`src/rtl/nco_freq_meter_if.sv`:
```
// nco_freq_meter_if
// Bundles the sample stream feeding the frequency meter and the measurement
// results it returns.
//   sample_valid : qualifies sample (one sample per clk while high)
//   sample       : unsigned sample, mid-scale = 2**(BIT_DEPTH-1)
//   frequency    : measured frequency, Q32.32 Hz
//   freq_valid   : one-clk pulse when frequency updates
//   no_signal    : no valid measurement available / input timed out
//   busy         : divider running
// master = sample source / result consumer, slave = the meter.
interface nco_freq_meter_if #(
  parameter int BIT_DEPTH = 8
);
  logic                 sample_valid;
  logic [BIT_DEPTH-1:0] sample;
  logic [63:0]          frequency;
  logic                 freq_valid;
  logic                 no_signal;
  logic                 busy;

  modport master (
    output sample_valid, sample,
    input  frequency, freq_valid, no_signal, busy
  );

  modport slave (
    input  sample_valid, sample,
    output frequency, freq_valid, no_signal, busy
  );
endinterface

```
`src/rtl/nco_freq_meter.sv`:
```
// nco_freq_meter
// Measures the fundamental frequency of a unipolar sample stream. Rising
// mid-scale crossings (with hysteresis) delimit windows of PERIODS periods;
// the sample count N of each window is turned into a Q32.32 frequency word
// (SAMPLE_RATE*PERIODS/N) by a 64-step restoring divider that runs while the
// next window is already being counted.
// Ports:
//   clk   : system clock
//   reset : asynchronous, active-high reset
//   bus   : slave side of nco_freq_meter_if (samples in, results out)
module nco_freq_meter #(
  parameter int BIT_DEPTH   = 8,
  parameter int SAMPLE_RATE = 48000,
  parameter int PERIODS     = 4,
  parameter int HYST        = 4,
  parameter int CNT_WIDTH   = 32
) (
  input  logic            clk,
  input  logic            reset,
  nco_freq_meter_if.slave bus
);

  localparam int HALF = 2 ** (BIT_DEPTH - 1);
  localparam logic [BIT_DEPTH-1:0] ARM_TH  = BIT_DEPTH'(HALF - HYST);
  localparam logic [BIT_DEPTH-1:0] FIRE_TH = BIT_DEPTH'(HALF + HYST);
  localparam int EW = $clog2(PERIODS + 1);
  localparam logic [EW-1:0] LAST_EDGE = EW'(PERIODS - 1);
  localparam logic [CNT_WIDTH-1:0] CNT_MAX = '1;
  localparam logic [CNT_WIDTH-1:0] CNT_PRE = CNT_MAX - 1'b1;
  localparam logic [63:0] DIVIDEND =
    {32'(longint'(SAMPLE_RATE) * longint'(PERIODS)), 32'd0};

  // The divider runs alongside COUNT, so it has its own busy flag rather
  // than a DIVIDE state.
  localparam logic [0:0] ST_SYNC  = 1'b0;
  localparam logic [0:0] ST_COUNT = 1'b1;

  logic [0:0]           r_state;
  logic                 r_armed;
  logic [CNT_WIDTH-1:0] r_cnt;
  logic [EW-1:0]        r_edges;
  logic                 r_busy;
  logic [5:0]           r_iter;
  logic [63:0]          r_quot;
  logic [CNT_WIDTH-1:0] r_rem;
  logic [CNT_WIDTH-1:0] r_divisor;
  logic [63:0]          r_frequency;
  logic                 r_freqValid;
  logic                 r_noSignal;

  logic                 w_accept;
  logic                 w_edge;
  logic                 w_counting;
  logic                 w_close;
  logic                 w_timeout;
  logic                 w_divStart;
  logic                 w_done;
  logic [CNT_WIDTH:0]   w_remShift;
  logic [CNT_WIDTH:0]   w_remSub;
  logic                 w_ge;

  assign w_accept   = bus.sample_valid;
  assign w_edge     = w_accept & r_armed & (bus.sample >= FIRE_TH);
  assign w_counting = (r_state == ST_COUNT);
  assign w_close    = w_counting & w_edge & (r_edges == LAST_EDGE);
  // The counter would reach its ceiling on this sample: no usable window.
  assign w_timeout  = w_counting & w_accept & ~w_close & (r_cnt == CNT_PRE);
  // A window closing while the divider is still busy is dropped.
  assign w_divStart = w_close & ~r_busy;
  assign w_done     = r_busy & (r_iter == 6'd63);

  assign w_remShift = {r_rem, r_quot[63]};
  assign w_remSub   = w_remShift - {1'b0, r_divisor};
  assign w_ge       = (w_remShift >= {1'b0, r_divisor});

  // Hysteretic crossing detector: arm below HALF-HYST, fire once at or
  // above HALF+HYST, so a flat or gently wobbling input never fires.
  always_ff @(posedge clk or posedge reset) begin
    if (reset) begin
      r_armed <= 1'b0;
    end else if (w_accept) begin
      if (bus.sample < ARM_TH) begin
        r_armed <= 1'b1;
      end else if (w_edge) begin
        r_armed <= 1'b0;
      end
    end
  end

  // Window FSM and interval counter. The edge that closes a window also
  // opens the next one, so consecutive windows share boundary edges.
  always_ff @(posedge clk or posedge reset) begin
    if (reset) begin
      r_state <= ST_SYNC;
      r_cnt   <= '0;
      r_edges <= '0;
    end else begin
      case (r_state)
        ST_SYNC: begin
          if (w_edge) begin
            r_cnt   <= '0;
            r_edges <= '0;
            r_state <= ST_COUNT;
          end
        end
        default: begin
          if (w_close || w_timeout) begin
            r_cnt   <= '0;
            r_edges <= '0;
            if (w_timeout) begin
              r_state <= ST_SYNC;
            end
          end else if (w_accept) begin
            r_cnt <= r_cnt + 1'b1;
            if (w_edge) begin
              r_edges <= r_edges + 1'b1;
            end
          end
        end
      endcase
    end
  end

  // Restoring divider: the dividend shifts out of r_quot MSB-first while
  // quotient bits shift in at the bottom; after 64 steps r_quot holds the
  // floor quotient. Divisor is N = counter + 1 at the closing edge.
  always_ff @(posedge clk or posedge reset) begin
    if (reset) begin
      r_busy    <= 1'b0;
      r_iter    <= '0;
      r_quot    <= '0;
      r_rem     <= '0;
      r_divisor <= '0;
    end else if (w_divStart) begin
      r_busy    <= 1'b1;
      r_iter    <= '0;
      r_quot    <= DIVIDEND;
      r_rem     <= '0;
      r_divisor <= r_cnt + 1'b1;
    end else if (r_busy) begin
      r_quot <= {r_quot[62:0], w_ge};
      r_rem  <= w_ge ? w_remSub[CNT_WIDTH-1:0] : w_remShift[CNT_WIDTH-1:0];
      r_iter <= r_iter + 6'd1;
      if (w_done) begin
        r_busy <= 1'b0;
      end
    end
  end

  // Result register. The final quotient bit is taken combinationally so the
  // result lands on the same edge as the last divide step. A finishing
  // division wins over a simultaneous timeout.
  always_ff @(posedge clk or posedge reset) begin
    if (reset) begin
      r_frequency <= '0;
      r_freqValid <= 1'b0;
      r_noSignal  <= 1'b1;
    end else begin
      r_freqValid <= w_done;
      if (w_done) begin
        r_frequency <= {r_quot[62:0], w_ge};
        r_noSignal  <= 1'b0;
      end else if (w_timeout) begin
        r_frequency <= '0;
        r_noSignal  <= 1'b1;
      end
    end
  end

  assign bus.frequency  = r_frequency;
  assign bus.freq_valid = r_freqValid;
  assign bus.no_signal  = r_noSignal;
  assign bus.busy       = r_busy;

endmodule

```
`src/flat_wrapper.sv`:
```
// flat-port wrapper written by rule: the top's interface ports become plain ports
module nco_freq_meter_flat 
#(
  parameter int BIT_DEPTH   = 8,
  parameter int SAMPLE_RATE = 48000,
  parameter int PERIODS     = 4,
  parameter int HYST        = 4,
  parameter int CNT_WIDTH   = 32
)
  (clk, reset, bus_sample_valid, bus_sample, bus_frequency, bus_freq_valid, bus_no_signal, bus_busy);
  nco_freq_meter_if #(.BIT_DEPTH(BIT_DEPTH)) bus_i ();
  input  logic clk;
  input  logic reset;
  input wire logic [$bits(bus_i.sample_valid)-1:0] bus_sample_valid;
  input wire logic [$bits(bus_i.sample)-1:0] bus_sample;
  output wire logic [$bits(bus_i.frequency)-1:0] bus_frequency;
  output wire logic [$bits(bus_i.freq_valid)-1:0] bus_freq_valid;
  output wire logic [$bits(bus_i.no_signal)-1:0] bus_no_signal;
  output wire logic [$bits(bus_i.busy)-1:0] bus_busy;
  assign bus_i.sample_valid = bus_sample_valid;
  assign bus_i.sample = bus_sample;
  assign bus_frequency = bus_i.frequency;
  assign bus_freq_valid = bus_i.freq_valid;
  assign bus_no_signal = bus_i.no_signal;
  assign bus_busy = bus_i.busy;
  nco_freq_meter #(.BIT_DEPTH(BIT_DEPTH), .SAMPLE_RATE(SAMPLE_RATE), .PERIODS(PERIODS), .HYST(HYST), .CNT_WIDTH(CNT_WIDTH)) u_core (.clk(clk), .reset(reset), .bus(bus_i));
endmodule
```
`config.mk`:
```
export PLATFORM = sky130hd
export DESIGN_NAME = nco_freq_meter_flat
export DESIGN_NICKNAME = d
export VERILOG_FILES = /design/src/rtl/nco_freq_meter_if.sv /design/src/rtl/nco_freq_meter.sv /design/src/flat_wrapper.sv
export SDC_FILE = /design/constraint.sdc
export NUM_CORES = 1
export LEC_CHECK = 0
export ABC_AREA = 1
export CAP_MARGIN = 20
export CORE_AREA = 2 2 161 163
export CTS_CLUSTER_DIAMETER = 200
export DETAILED_ROUTE_END_ITERATION = 16
export DIE_AREA = 0 0 163 165
export GPL_TIMING_DRIVEN = 0
export PLACE_DENSITY_LB_ADDON = 0.12
export SLEW_MARGIN = 15
export SYNTH_ARGS = -nofsm -noshare
export SYNTH_HDL_FRONTEND = slang
export SYNTH_SLANG_ARGS = --single-unit
export TNS_END_PERCENT = 50
```
`constraint.sdc`:
```
create_clock -name clk -period 16.2 [get_ports clk]
set_input_delay 3.24 -clock clk [delete_from_list [all_inputs] [get_ports clk]]
set_output_delay 3.24 -clock clk [all_outputs]
set_load 0.01 [all_outputs]
```
==> results of run 1 <==
[state kept, by name (all words and copies together), names as in the netlist]
name,flops
u_core.bus.no_signal,1
u_core.bus.busy,1
u_core.r_iter,6
u_core.r_edges,3
u_core.r_cnt,32
u_core.r_quot,64
u_core.r_rem,32
u_core.bus.frequency,64
u_core.bus.freq_valid,1
u_core.r_armed,1
u_core.r_divisor,32
u_core.r_state,1
[synthesized netlist by cell type]
master,instances,area share
a21oi_1,23,0.0089
a22o_1,8,0.0054
and2_1,3,0.0014
and3_1,1,0.00048
buf_1,1,0.00029
buf_2,18,0.0069
buf_4,1,0.00058
buf_6,7,0.0061
clkbuf_1,32,0.0093
clkbuf_2,2,0.00077
dfrtp_1,237,0.46
dfstp_2,1,0.0020
fa_1,1,0.0015
ha_1,37,0.036
inv_1,232,0.067
inv_2,5,0.0014
nand2_1,578,0.17
nand2_2,4,0.0019
nand3_1,100,0.039
nand3_2,42,0.032
nand3b_1,32,0.019
nand4_1,23,0.011
nand4_2,1,0.00096
nor2_1,77,0.022
nor2_2,4,0.0019
nor2_4,1,0.00087
nor3_1,23,0.0089
nor4_1,2,0.00096
nor4_2,1,0.00096
o21a_1,1,0.00058
o21ai_0,55,0.021
o21ai_1,13,0.0050
o21bai_1,6,0.0035
o22ai_1,59,0.028
or2_1,1,0.00048
or2_2,2,0.00096
xnor2_1,26,0.018
xor2_1,16,0.011
[logic make-up after synthesis]
family,Yosys count
adders and majority gates,38
and+or+nand+nor,895
buffers and inverters,298
xor gates and xnor gates,42
AOI/OAI and AO/OA,165
DFF,238
[through the flow]
stage          area (um^2)  total power [W]  worst slack [ns]  cells  hold slack [ns]
2_1_floorplan        13000          0.00169              6.43   1676            0.449
3_3_place_gp         14100          0.00196              3.37   2081            0.456
3_5_place_dp         14200          0.00198             10.47   2083            0.460
4_1_cts              15000          0.00258             11.03   2130            0.470
5_1_grt              15000          0.00279             10.81   2130            0.496
6_report             15000          0.00257             11.06   2130            0.465
[layout by cell type, fill, tap and decap left out, drive strengths merged, types with 3 or more instances in the layout]
cell             n
nor4             3
and2             3
xnor2           26
o21ai           68
nor2            82
a22o             8
nand4           24
ha              37
buf             29
or2              3
o22ai           59
nor3            23
inv            239
nand3b          32
nand2          582
o21bai           6
clkdlybuf4s50   75
clkinv          10
nand3          142
clkbuf          68
dfrtp          237
a21oi           23
xor2            16
[path summary, 6_finish.rpt]
path / start / to / slack (ns)
setup / recovery: bus_sample[2] / u_core.r_rem[24] / 11.06
hold / removal: u_core.r_quot[51] / u_core.bus.frequency[52] / 0.47
setup reg to reg: u_core.r_divisor[18] / u_core.r_rem[24] / 13.66
hold reg to reg: u_core.r_quot[51] / u_core.bus.frequency[52] / 0.47
max in group asynchronous: reset / u_core.r_divisor[26] / 11.86
min in group asynchronous: reset / u_core.bus.freq_valid / 3.16
[routing by layer]
| metal | wire, um | up-vias | GRT usage |
|---|---|---|---|
| met1 | 15400 | 5171 | 0.366 |
| met3 | 1590 | 42 | 0.0311 |
| met4 | 606 | 0 | 0.0603 |
| met5 | 0 | - | 0 |
| met2 | 14500 | 234 | 0.391 |
| li1 | - | 5549 | - |
[layout make-up]
cell class              instances  area, um^2  share of cell area
flip-flops and latches        238        5960               0.396
multi-input cells            1140        5820               0.387
inverters                     237         897              0.0596
repair buffers                 77         806              0.0536
clock buffers                  34         731              0.0486
well taps                     330         413              0.0274
plain buffers                  61         310              0.0206
clock inverters                13         113             0.00748
[tightest hold or removal path, stage by stage (launching register included)]
cell	delay [ns]
dfrtp_1	0.34
nand2_1	0.05
nand2_1	0.05
[power breakdown]
part / internal (W) / switching, W / total [W]
combinational: 0.000413 / 0.000772 / 0.00119
clock: 0.000335 / 0.000245 / 0.000580
sequential: 0.000723 / 0.0000838 / 0.000807
total: 0.00147 / 0.00110 / 0.00257
==> impl_results.md, run 1 <==
* Gate Count Post-Synth at 1,676
* Hold buffer count at CTS at 0
* Distinct cells, synth at 38
* XOR/XNOR Fraction of Synth Area at 0.0283
* WL/cell at 15.1 um
* CP peak stage delay at 0.45 ns
* Synth Area in Compound Gates at 0.0730
* Total GRT Usage at 0.248
* Slew headroom at 0.415
* Setup TNS at 0 ns
* DR vias at 10,996
* Main combinational cell family by area after synthesis: simple AND/OR/NAND/NOR gates
* Pwr Density at 171 nW/um^2
* Layout Utilization at 0.601
* Antenna diode count at 0
* Synth Area in Simple Gates at 0.310
* Cells along the critical path: clkdlybuf4s50_1, nor3_1, nand2_1, nand3_1, nor2_2, nand3_1, nand2_1, inv_2, clkbuf_1, nand2_1, nand2_1
* Final count of hold timing violations at 0
* Placed wire-length estimate at 24.3 mm
* Seq/Total Area, Yosys at 0.459
* Worst Setup Start Kind: primary input
* Num Clock Sinks at 238
* CTS tree: built
* Worst vdd ir at 104 uV
* # resized after CTS at 0
* Routed wire length at 32.1 mm
* Maxcap violations at 0
* Die width at 163 um
* Setup crit end kind: flip-flop
* Antenna viol nets, final at 0
* Clk_skew at 0.0147 ns
* Cell mode on critical path: nand2_1
* Max H-tree Level at 1
* RD Place Congestion at 0.969
* Mean area per synthesized cell at 7.74 um^2
* Layout cells sized above 1 at 0.0756
* Hold Crit Class: flip-flop to flip-flop
* Yosys reg bits at 238
* Clk buf depth at 3
* First-pass iteration count of the detailed router at 5
* Hold Crit Depth at 2
* Post-CTS Setup Inserts at 0
* Fin crit period at 5.14 ns
* Die Area at 26,900 um^2
* Synthesis Warnings at 0
* CP max-delay cell: clkbuf_1
* Worst skew pair latency at 0.54 ns
* Antenna violations before repair at 0
* Effective utilization at floorplan at 0.518
* Max Fanout on Critical Path at 10
* Cell Area, Synth at 13,000 um^2
* DR iter-0 viols at 840
* Mux cell area share after synthesis at 0
* Worst EP required at 16.66 ns
* Vias in the first global route at 10,578
* I/O Buffers at 75
* Critical path type: primary input to flip-flop
* Syn_nets at 1,725
* Outcome: complete, no violations
* Post-Synth Adder-Cell Area at 0.0372
* Fmax at 0.194 GHz
* Largest net degree at the start of global routing at 101
* Lkg Pwr at 7.55 nW
* Site Rows at 58
* Top-level I/O count at 78
* Final Max Slew Viols at 0
* First-pass GRT wire length at 53.5 mm
* GR Overflow Total at 0
* Final #Nets at 1,830
* Period utilisation layout at 0.317
* Inserted Clock Buffers at 26
* Critical path's top delay family: buffers and inverters
* Clk slew on worst S/H paths at 0.06 ns
* WP depth at 11
* Cells on worst reg2reg path at 14
* Worst slew pin tran at 0.874 ns
* Count of final setup violators at 0
* Number of fill cells in the layout at 2,299
* Bufs and invs on worst path at 3
* CORE AREA at 25,000 um^2
* Clk Tree Root Cell: clkbuf_16
* Die height at 165 um
* DRC Markers at 0
* RSZ-0062 raised after global routing: no
* CP arrival at 5.61 ns
* Area grow syn2layout at 15.9%
* Vias per std cell at 5.16
Power figures use the tool's default switching activity.
==> run 2: changes to the inputs <==
Clock period 16.2 ns to 4.1 ns, I/O delays scaled along.
==> run 2 against run 1 <==
Clock power grew to 4.1 times the previous value; sequential power grew to 4.0 times the previous value; register-to-register slack lost 12 ns; non-clock buffer count grew 6; first-iteration DRC count grew 0.83%; total power grew to 4.0 times the previous value; hold slack gained 0.0019 ns; wire length grew 1.8%; die area is the same; final cell count grew 0.28%; largest cell class unchanged; final area grew 1.1%; critical path depth is the same.
==> impl_results.md, run 2 (synthesized netlist as in run 1, its figures left out) <==
* Outcome: complete, no violations
* Num Clock Sinks at 238 (unchanged)
* Count of final setup violators at 0 (unchanged)
* Critical path's top delay family: buffers and inverters
* Fin crit period at 2.85 ns
* Final Max Slew Viols at 0 (unchanged)
* Hold Crit Class: flip-flop to flip-flop
* Power after layout at 0.0103 W (+300%)
* Sw Share at 0.425 (-0.00325)
* CORE AREA at 25,000 um^2 (unchanged)
* Die width at 163 um (unchanged)
* CP max-delay cell: clkbuf_1
* Vias in the first global route at 10,555 (-0.22%)
* Worst Setup Start Kind: primary input
* Die height at 165 um (unchanged)
* CP peak stage delay at 0.52 ns (+0.07 ns)
* P_int at 0.00593 W (+300%)
* RD Place Congestion at 0.937 (-3.3%)
* Site Rows at 58 (unchanged)
* Grt met2 use at 0.411 (+0.0202)
* Vias per std cell at 5.17 (+0.11%)
* Worst EP required at 4.57 ns (-12.09 ns)
* Inserted Clock Buffers at 26 (unchanged)
* Die Area at 26,900 um^2 (unchanged)
* FF/Latch Area at 5960 um^2 (unchanged)
* # resized after CTS at 0 (unchanged)
* Max H-tree Level at 1 (unchanged)
* Placed wire-length estimate at 25.1 mm (+3.3%)
* Max Fanout on Critical Path at 10 (unchanged)
* Hold buffer count at CTS at 0 (unchanged)
* Top-level I/O count at 78 (unchanged)
* Critical path type: primary input to flip-flop
* Worst skew pair latency at 0.54 ns (about the same)
* Antenna viol nets, final at 0 (unchanged)
* Period utilisation layout at 0.695
* Clk_skew at 0.00798 ns (-0.00670 ns)
* First-pass GRT wire length at 54.2 mm (+1.3%)
* Part of the power in registers at 0.310 (-0.004)
* Layout cells sized above 1 at 0.0781 (+0.00252)
* Largest net degree at the start of global routing at 33 (-67%)
* Worst slew pin tran at 0.835 ns (-0.0390 ns)
* Met1 usage in global routing at 0.360 (-0.00606)
* Clk Tree Root Cell: clkbuf_16
* Final #Nets at 1,836 (+0.33%)
* Maxcap violations at 0 (unchanged)
* Bufs and invs on worst path at 3 (unchanged)
* Total GRT Usage at 0.252 (+0.00432)
* Pwr Density at 678 nW/um^2 (+300%)
* Cell mode on critical path: nand2_1
* Antenna diode count at 0 (unchanged)
* RSZ-0062 raised after global routing: no
* Post-CTS Setup Inserts at 0 (unchanged)
* DR iter-0 viols at 847 (+0.83%)
* Effective utilization at floorplan at 0.518 (unchanged)
* WL/cell at 15.3 um (+1.5%)
* Lkg Pwr at 7.60 nW (+0.70%)
* Final count of hold timing violations at 0 (unchanged)
* Busiest grt layer: met2
* Switch Pwr at 0.00438 W (+300%)
* First-pass iteration count of the detailed router at 5 (unchanged)
* Setup crit end kind: flip-flop
* Combinational fraction of design power at 0.458 (-0.003)
* Clock power frac at 0.233 (+0.007)
* Most frequent cells in the layout: nand2_1 (578), dfrtp_1 (237), inv_1 (231)
* Clk buf depth at 3 (unchanged)
* GR Overflow Total at 0 (unchanged)
* I/O Buffers at 75 (unchanged)
* Area grow syn2layout at 17.2%
* Clk slew on worst S/H paths at 0.06 ns (about the same)
* Slew headroom at 0.441 (+0.0261)
* Antenna violations before repair at 0 (unchanged)
* Most common cell after layout, fill and taps aside: nand2_1
* CP arrival at 3.32 ns (-2.29 ns)
* Layout Utilization at 0.607 (+0.00640)
* Routed wire length at 32.7 mm (+1.8%)
* Fmax at 0.351 GHz
* Area of the multi-input gates at 5820 um^2 (unchanged)
* Number of fill cells in the layout at 2,322 (+1.0%)
* CTS tree: built
* DRC Markers at 0 (unchanged)
* Worst vdd ir at 444 uV (+330%)
* DR vias at 11,039 (+0.39%)
* Cells along the critical path: clkdlybuf4s50_1, nor3_1, nand2_1, nand3_1, nor2_2, nand3_1, nand2_1, inv_2, clkbuf_1, nand2_1, nand2_1
* Met3 usage at 0.0354 (+0.00427)
==> run 2: cell types whose count changed in the layout (fill, tap and decap cells not counted), sizes merged <==
cell,change
buf,+6
bufinv,+2
clkinv,-4
clkinvlp,+4
inv,-2
==> run 2: layout make-up <==
| type | count | area share |
|---|---|---|
| Buffer | 61 | 0.0204 |
| Sequential cell | 238 | 0.392 |
| Clock buffer | 34 | 0.0474 |
| Timing Repair Buffer | 83 | 0.0609 |
| Multi-Input combinational cell | 1140 | 0.383 |
| Clock inverter | 13 | 0.0109 |
| Inverter | 237 | 0.0588 |
| Tap cell | 330 | 0.0272 |
==> run 2: tightest hold or removal path, delay by kind of cell, from the launching register on <==
family | cells | cell delay, ns
compound gates | 1 | 0.06
buf+inv | 1 | 0.04
flops | 1 | 0.37
==> run 2: worst paths after layout <==
kind	from	endpoint	slack (ns)	depth (start not counted)
worst min-delay path	u_core.bus.no_signal	u_core.bus.no_signal	0.47	2
min in group asynchronous	reset	u_core.bus.freq_valid	0.67	2
worst max-delay path	bus_sample[2]	u_core.r_rem[19]	1.25	11
max in group asynchronous	reset	u_core.r_rem[12]	2.22	6
worst min register to register	u_core.bus.no_signal	u_core.bus.no_signal	0.47	2
worst max register to register	u_core.r_rem[14]	u_core.r_rem[23]	1.48	13
==> run 2: power groups by stage <==
stage                     clock (W)  sequential, W  combinational (W)
after floorplan                   0        0.00313            0.00355
after global placement            0        0.00322            0.00456
after detailed placement          0        0.00322            0.00466
after CTS                   0.00245        0.00319            0.00468
after global routing        0.00255        0.00326            0.00538
final                       0.00240        0.00319            0.00472
==> run 2: layer usage <==
layer  vias up  part of all wire
met2       229              0.46
li1       5562                 -
met5         -                 0
met3        44             0.048
met1      5204              0.47
met4         0             0.021
==> run 2: through the flow <==
stage / setup TNS [ns] / std cells / setup WS [ns] / cell area [um^2] / hold WS, ns
finish: 0 / 2136 / 1.25 / 15200 / 0.467
global route: 0 / 2136 / 0.953 / 15200 / 0.483
CTS: 0 / 2136 / 1.26 / 15200 / 0.472
detailed placement: 0 / 2089 / 0.711 / 14300 / 0.459
global placement: -391.38 / 2081 / -1.67 / 14100 / 0.456
floorplan: 0 / 1676 / 0.161 / 13000 / 0.449
==> run 3: changes to the inputs <==
Clock period 4.1 ns to 2.3 ns, I/O delays scaled along.
==> run 3 against run 2 <==
Flip-flop and latch count is the same; largest cell class is now multi-input gates; register-to-register slack lost 1.4 ns; sequential share of layout area shrank 1.6 points; global-route usage grew 0.11 points; final cell count grew 0.51%.
==> impl_results.md, run 3 (synthesized netlist as in run 1, its figures left out) <==
* WL/cell at 15.6 um (+2.1%)
* Vias per std cell at 5.22 (+0.97%)
* I/O Buffers at 75 (unchanged)
* Maxcap violations at 0 (unchanged)
* Die height at 165 um (unchanged)
* Worst setup margin at 0.0822 ns (-1.17 ns)
* Layout Utilization at 0.633 (+0.0254)
* CP arrival at 2.63 ns (-0.69 ns)
* Hold Crit Class: primary input to asynchronous set/reset pin
* Worst Setup Start Kind: flip-flop
* Placed cell count at 2,089 (unchanged)
* R2r setup slk at 0.08 ns (-1.40 ns)
* Vias in the first global route at 10,612 (+0.54%)
* Worst slew pin tran at 0.790 ns (-0.0450 ns)
* First-pass GRT wire length at 54.4 mm (+0.42%)
* Clk Tree Root Cell: clkbuf_16
* CORE AREA at 25,000 um^2 (unchanged)
* Area grow syn2layout at 22.1%
* Final Hold Slack at 0.316 ns (-0.151 ns)
* Final Non-Filler Cells at 2,147 (+0.51%)
* Die width at 163 um (unchanged)
* Setup crit end kind: flip-flop
* Antenna viol nets, final at 0 (unchanged)
* Count of final setup violators at 0 (unchanged)
* Clk slew on worst S/H paths at 0.06 ns (about the same)
* Top-level I/O count at 78 (unchanged)
* Final count of hold timing violations at 0 (unchanged)
* Worst EP required at 2.72 ns (-1.85 ns)
* Inserted Clock Buffers at 26 (unchanged)
* R2R Path Start: u_core.r_divisor[19]
* Number of fill cells in the layout at 2,221 (-4.3%)
* Clk buf depth at 3 (unchanged)
* Fmax at 0.451 GHz
* RSZ-0062 raised after global routing: yes
* Worst vdd ir at 777 uV (+75%)
* Period utilisation layout at 0.964
* RD Place Congestion at 0.937 (unchanged)
* Layout cells sized above 1 at 0.130 (+0.0518)
* DR iter-0 viols at 810 (-4.4%)
* CTS tree: built
* DR vias at 11,204 (+1.5%)
* DRC Markers at 0 (unchanged)
* Placed wire-length estimate at 25.1 mm (unchanged)
* Num Clock Sinks at 238 (unchanged)
* Clk_skew at 0.0111 ns (+0.00316 ns)
* Final Max Slew Viols at 0 (unchanged)
* Slew headroom at 0.473 (+0.0320)
* Cells on worst reg2reg path at 14 (+1)
* Antenna violations before repair at 0 (unchanged)
* FF/Latch Area at 5960 um^2 (unchanged)
* Site Rows at 58 (unchanged)
* Outcome: complete, no violations
* Fin crit period at 2.22 ns
* RR Endpoint: u_core.r_rem[5]
* Most common cell after layout, fill and taps aside: nand2_1
* Max H-tree Level at 1 (unchanged)
* Worst skew pair latency at 0.54 ns (about the same)
* Crit path launch: u_core.r_divisor[19]
* Final #Nets at 1,847 (+0.60%)
* Max Fanout on Critical Path at 10 (unchanged)
* Setup WS pre-CTS at -0.729 ns (-1.44 ns)
* Lkg Pwr at 7.74 nW (+1.9%)
* Pwr Density at 1240 nW/um^2 (+82%)
* Largest net degree at the start of global routing at 33 (unchanged)
* Antenna diode count at 0 (unchanged)
* Routed wire length at 33.6 mm (+2.6%)
* GR Overflow Total at 0 (unchanged)
* Critical path type: flip-flop to flip-flop
* Most frequent cells in the layout: nand2_1 (563), dfrtp_1 (237), inv_1 (213)
* CP endpoint: u_core.r_rem[5]
* First-pass iteration count of the detailed router at 5 (unchanged)
* Area of the multi-input gates at 6280 um^2 (+8.0%)
* Die Area at 26,900 um^2 (unchanged)
* Hold buffer count at CTS at 0 (unchanged)
* Effective utilization at floorplan at 0.518 (unchanged)
* Total GRT Usage at 0.253 (+0.00113)
==> run 3: timing repair <==
action | in CTS | in global routing
endpoints found under the setup margin | 92 | 102
pin swaps | 1 | 5
resized for setup | 24 | 97
buffers inserted | 6 | 4
gates cloned | 0 | 1
==> run 3: metrics by stage <==
step                instance area [um^2]  total power [W]  setup TNS [ns]
floorplan                          13000           0.0119         -303.60
global placement                   14100           0.0139         -797.00
detailed placement                 14300           0.0140          -72.33
CTS                                15300           0.0187        -0.00714
global route                       15800           0.0212          -0.632
finish                             15800           0.0196               0
==> run 3: layer usage <==
layer  GRT usage  part of all wire  vias to the layer above
met3      0.0392             0.049                       48
li1            -                 -                     5590
met1       0.359              0.46                     5333
met5           0                 0                        -
met4      0.0599             0.021                        0
met2       0.412              0.47                      233
==> run 3: where the power goes <==
group	internal [W]	switching (W)	total (W)	leakage, nW
clock network	0.00255	0.00173	0.00428	0.428
logic	0.00369	0.00584	0.00953	4.46
registers	0.00509	0.000696	0.00579	2.86
total	0.0113	0.00826	0.0196	7.74
==> run 3: critical path, cell delays in order, from the launching register on <==
cell      delay (ns)
dfrtp_1         0.38
inv_1           0.16
ha_4            0.25
nand2_2         0.09
inv_1           0.06
a21oi_2         0.14
nor2_1          0.05
nor2_1          0.17
nand3_2         0.13
nand2_4         0.12
buf_8           0.14
buf_8           0.14
nand3b_1        0.09
nand3_1         0.10
nand2_1         0.07
==> run 3: worst min-delay path by stage <==
stage | startpoint | endpoint | slack, ns | cells after the start
floorplan | u_core.r_quot[10] | u_core.bus.frequency[11] | 0.45 | 2
global placement | u_core.bus.no_signal | u_core.bus.no_signal | 0.46 | 2
detailed placement | u_core.r_quot[14] | u_core.bus.frequency[15] | 0.46 | 2
CTS | reset | u_core.bus.frequency[21] | 0.32 | 2
global route | reset | u_core.bus.frequency[6] | 0.36 | 2
finish | reset | u_core.bus.freq_valid | 0.32 | 2
==> run 3: final cells by class <==
class                   count  area share
flip-flops and latches    238       0.376
inverters                 237      0.0564
clock inverters            13      0.0105
multi-input cells        1140       0.397
plain buffers              61      0.0242
clock buffers              34      0.0455
repair buffers             94      0.0648
well taps                 330      0.0261
